==> src/rtl/param_fifo_buffer.sv <==
// Parametrised single-clock FIFO: arbitrary depth with explicit pointer wrap,
// selectable first-word fall-through or registered head, threshold and sticky error flags.
module param_fifo_buffer #(
  parameter int unsigned BUFFER_WIDTH    = 8,
  parameter int unsigned BUFFER_DEPTH    = 16,
  parameter bit          FWFT            = 1'b1,
  parameter int unsigned ALMOST_FULL_TH  = BUFFER_DEPTH - 2,
  parameter int unsigned ALMOST_EMPTY_TH = 2,
  parameter int unsigned CW              = $clog2(BUFFER_DEPTH + 1)
) (
  input  logic                    clock,
  input  logic                    reset,
  input  logic                    push,
  input  logic                    pull,
  input  logic                    flush,
  input  logic [BUFFER_WIDTH-1:0] tail,
  output logic [BUFFER_WIDTH-1:0] head,
  output logic                    head_valid,
  output logic [CW-1:0]           counter,
  output logic                    full,
  output logic                    empty,
  output logic                    almost_full,
  output logic                    almost_empty,
  output logic                    overflow,
  output logic                    underflow
);

  localparam int unsigned PW       = $clog2(BUFFER_DEPTH);
  localparam logic [PW-1:0] LAST_PTR = PW'(BUFFER_DEPTH - 1);
  localparam logic [CW-1:0] FULL_CNT = CW'(BUFFER_DEPTH);

  logic [BUFFER_WIDTH-1:0] mem [BUFFER_DEPTH];
  logic [PW-1:0]           wr_ptr_q;
  logic [PW-1:0]           rd_ptr_q;
  logic [CW-1:0]           cnt_q;
  logic [BUFFER_WIDTH-1:0] head_q;
  logic                    head_valid_q;
  logic                    overflow_q;
  logic                    underflow_q;
  logic                    push_ok;
  logic                    pull_ok;

  // Wrap at the last physical slot rather than relying on power-of-two rollover.
  function automatic logic [PW-1:0] ptr_inc(input logic [PW-1:0] p);
    return (p == LAST_PTR) ? '0 : p + PW'(1);
  endfunction

  assign full         = (cnt_q == FULL_CNT);
  assign empty        = (cnt_q == '0);
  assign almost_full  = (32'(cnt_q) >= ALMOST_FULL_TH);
  assign almost_empty = (32'(cnt_q) <= ALMOST_EMPTY_TH);
  assign counter      = cnt_q;
  assign overflow     = overflow_q;
  assign underflow    = underflow_q;

  // A pull frees a slot in the same edge, so a full FIFO still takes a paired push.
  assign pull_ok = pull & ~empty;
  assign push_ok = push & (~full | pull_ok);

  // Storage is not reset; pointers alone define which entries are live.
  always_ff @(posedge clock) begin
    if (!flush && push_ok) begin
      mem[wr_ptr_q] <= tail;
    end
  end

  always_ff @(posedge clock or negedge reset) begin
    if (!reset) begin
      wr_ptr_q     <= '0;
      rd_ptr_q     <= '0;
      cnt_q        <= '0;
      head_q       <= '0;
      head_valid_q <= 1'b0;
      overflow_q   <= 1'b0;
      underflow_q  <= 1'b0;
    end else if (flush) begin
      wr_ptr_q     <= '0;
      rd_ptr_q     <= '0;
      cnt_q        <= '0;
      head_valid_q <= 1'b0;
      overflow_q   <= 1'b0;
      underflow_q  <= 1'b0;
    end else begin
      if (push_ok) begin
        wr_ptr_q <= ptr_inc(wr_ptr_q);
      end
      if (pull_ok) begin
        rd_ptr_q <= ptr_inc(rd_ptr_q);
        head_q   <= mem[rd_ptr_q];
      end
      head_valid_q <= pull_ok;
      case ({push_ok, pull_ok})
        2'b10:   cnt_q <= cnt_q + CW'(1);
        2'b01:   cnt_q <= cnt_q - CW'(1);
        default: cnt_q <= cnt_q;
      endcase
      if (push && !push_ok) begin
        overflow_q <= 1'b1;
      end
      if (pull && !pull_ok) begin
        underflow_q <= 1'b1;
      end
    end
  end

  // Fall-through head reads the array directly; it is forced to zero while nothing is stored.
  assign head       = FWFT ? (empty ? '0 : mem[rd_ptr_q]) : head_q;
  assign head_valid = FWFT ? ~empty : head_valid_q;

endmodule

==> config.mk <==
export PLATFORM = sky130hd
export DESIGN_NAME = param_fifo_buffer
export DESIGN_NICKNAME = d
export VERILOG_FILES = /design/src/rtl/param_fifo_buffer.sv
export SDC_FILE = /design/constraint.sdc
export NUM_CORES = 1
export LEC_CHECK = 0
export CAP_MARGIN = 30
export CORE_AREA = 2 2 126 128
export DETAILED_ROUTE_END_ITERATION = 16
export DIE_AREA = 0 0 128 130
export MAX_ROUTING_LAYER = met4
export PLACE_DENSITY = 0.68
export REMOVE_ABC_BUFFERS = 1
export SETUP_SLACK_MARGIN = 0.15
export SYNTH_ARGS = -nofsm -noshare
export SYNTH_HDL_FRONTEND = slang
export SYNTH_SLANG_ARGS = --single-unit
==> constraint.sdc <==
create_clock -name clock -period 4.4 [get_ports clock]
set_input_delay 0.88 -clock clock [delete_from_list [all_inputs] [get_ports clock]]
set_output_delay 0.88 -clock clock [all_outputs]
set_load 0.05 [all_outputs]
==> results_dict.tcl <==
set metrics [dict create \
    gp_congestion 0.808 \
    tightest_slew_ns 0.881 \
    power.leakage_nw 2.37 \
    peakVddDrop_uv 513 \
    power.total_w 0.00425 \
    drt_iter0_drc 196 \
    grt_pass1_vias 3319 \
    rr_startpoint "counter[1]$_DFFE_PN0P_" \
    clk_pin_slew_ns 0.06 \
    yosys_warnings 0 \
    setup_violations 0 \
    routedWlPerCell_um 19.8 \
    whs_ns 0.501 \
    die_y_um 130 \
    cts_max_level 4 \
    cts_tree "yes" \
    synth_flop_cell "edfxtp_1" \
    fmax_mhz 255 \
    yosys-top-cells-count "128 x edfxtp_1, 32 x mux4_2, 21 x nor2_1" \
    worstHoldPathCells 2 \
    drv_cap 0 \
    synthArstFlopShare_pct 10.5 \
    slew_viol_final 0 \
    grt_pass1_wl_mm 18.5 \
    grtUsageMet1_pct 18.9 \
    min_from "underflow$_DFFE_PN0P_" \
    cp.arrival_ns 3.04 \
    cp_slowest_cell "clkdlybuf4s50_1" \
    tns_ns 0 \
    ys_top_cells_by_area "edfxtp_1 64%, mux4_2 12%, dfrtp_1 6.3%" \
    synth-edff-count 128 \
    cts.sink_count 143 \
    fin_crit_sh_pct 89.0 \
    path_class "reg -> out" \
    dr.pass1.iters 4 \
    numCtsBuffers 17 \
    worstPathRequired_ns 3.52 \
    drt-total-wl_mm 11.7 \
    core_um2 15400 \
    ioPinCount 33 \
    regArea_um2 4220 \
    drive_above_1_share_pct 21.9 \
    die_area_um2 16600 \
    viasPerCell 5.40 \
    vias 3188 \
    critical_path.max_fanout 17 \
    ys_ff_latch 143 \
    multiInputGateArea_um2 1650 \
    post-route-drc-count 0 \
    die_w_um 128 \
    ys_seq_area_share_pct 70.6 \
    use_met3_pct 4.59 \
    clock_latency_ns 0.41 \
    syn2layout_area_growth_pct 20.4 \
    antenna_cells 0 \
    synthCells 334 \
    worst_clock_skew_ns 0.00856 \
    crit_chain "buf_4 > mux4_2 > mux2i_1 > o22ai_1 > clkdlybuf4s50_1" \
    final_area_um2 7190 \
    syn_area_um2 5980 \
    finalHoldViolations 0 \
    reg2reg_to "counter[4]$_DFFE_PN0P_" \
    slowest_delay_ns 0.71 \
    grt_max_degree 33 \
    fin_crit_ns 3.92 \
    holdCritPathClass "reg -> reg" \
    holdPathEnd "underflow$_DFFE_PN0P_" \
    cts_root_buf "clkbuf_16" \
    grt_busiest_layer "met2" \
    fin_nets 407 \
    cts_buffer_depth 2 \
    grt_antenna_before_repair 0 \
    row_count 46 \
    start_util_pct 38.7 \
    synthDistinctLibCells 43 \
    grt-ovfl-total 0 \
    detailed_place_hpwl_mm 7.56 \
    rsz0062_at_grt "false" \
    antenna_left 0 \
    r2r_cells 8 \
    grt_usage_pct 15.8 \
    fillCellCount 1308 \
    post_cts_buffers 0 \
    numPortBuffers 32 \
    yosysMostFrequentCell "edfxtp_1" \
    rrSetupSlack_ns 1.50 \
    power.density_nw_per_um2 591 \
    place_worst_setup_slack_ns 0.784 \
    end_kind "output port" \
    cp-start-kind "register" \
    synth_top_area_cell "edfxtp_1" \
    slew_headroom_pct 41.1 \
    syn_avg_cell_area_um2 17.9 \
    placed_area_um2 6590 \
    outcome "finished clean" \
    synth_top_area_share_pct 64.3 \
    worst_slack_ns 0.482 \
    met2_usage_pct 25.8 \
]
final cells by class:
class | instances | area share [%]
Clock buffer | 18 | 5.97
Clock inverter | 14 | 2.28
Inverter | 9 | 0.470
Multi-Input combinational cell | 164 | 22.9
Sequential cell | 143 | 58.7
Tap cell | 192 | 3.34
Timing Repair Buffer | 50 | 6.33
cell usage in the layout, fill, tap and decap left out, drive strengths merged, types with 2 or more instances in the layout:
cell and n:
xor2 2, nand2 11, nor3 8, o21ai 5, a21oi 9, clkdlybuf4s50 32, bufinv 3, nor2b 4
clkbuf 18, o41ai 2, or4 2, dfrtp 15, a21o 2, mux2i 19, o211ai 5, nand3 4
edfxtp 128, nor2 21, nand2b 4, o22ai 8, clkinv 7, mux4 32, a31oi 2, or2 2
inv 12, buf 18, ha 8, a211oi 2, o2111ai 2
registers in the layout, indices dropped and copies added, names as in the netlist:
name,count
underflow,1
mem,128
counter,5
rd_ptr_q,4
wr_ptr_q,4
overflow,1
per-stage QoR:
| step | util [%] | std cells |
|---|---|---|
| after floorplan | - | 316 |
| after global placement | 42.7 | 558 |
| after detailed placement | 42.7 | 558 |
| after CTS | 46.6 | 590 |
| after global routing | 46.6 | 590 |
| final | 46.6 | 590 |
worst max-delay path: cells and delay by family, from the launching register on:
kind / cells / cell delay [ns]
buffers and inverters: 2 / 1.09
multiplexers: 2 / 0.76
AO/OA/AOI/OAI: 1 / 0.10
flip-flops: 1 / 0.66
routing by layer:
metal,vias to the layer above,wire (um)
met4,0,155
met5,-,0
met3,15,609
met1,1637,4950
li1,1450,-
met2,86,5970
worst max-delay path by stage:
stage,to,startpoint,depth (start not counted),slack (ns)
final,head[0],rd_ptr_q[0]$_DFFE_PN0P_,5,0.48
after global routing,head[7],rd_ptr_q[0]$_DFFE_PN0P_,5,0.27
after CTS,head[1],counter[1]$_DFFE_PN0P_,5,0.34
after detailed placement,mem[7][0]$_DFFE_PP_,pull,5,0.78
after global placement,mem[4][0]$_DFFE_PP_,pull,5,0.84
after floorplan,almost_empty,counter[0]$_DFFE_PN0P_,1,0.35
power by group:
part           total (W)  leakage (nW)  internal (W)  switching (W)
Sequential       0.00160          1.36       0.00152      0.0000793
Combinational    0.00123         0.722      0.000476       0.000749
Clock            0.00143         0.290      0.000890       0.000537
Total            0.00425          2.37       0.00288        0.00136
logic make-up (layout without fill, tap and decap cells):
family	Yosys count	after routing	synth area share, %
DFF	143	143	70.6
and+or+nand+nor	59	59	4.73
muxes	51	51	15.2
AOI/OAI and AO/OA	42	42	5.07
buffers and inverters	27	91	1.91
adders and majority gates	9	9	2.01
xor gates and xnor gates	3	3	0.440
what timing repair did:
item	in CTS	in global routing
hold buffers	0	0
setup endpoints to repair	0	1
gates resized for setup	0	1
endpoints found under the hold margin	0	0
Note: power is estimated with default switching activity, not from simulation.
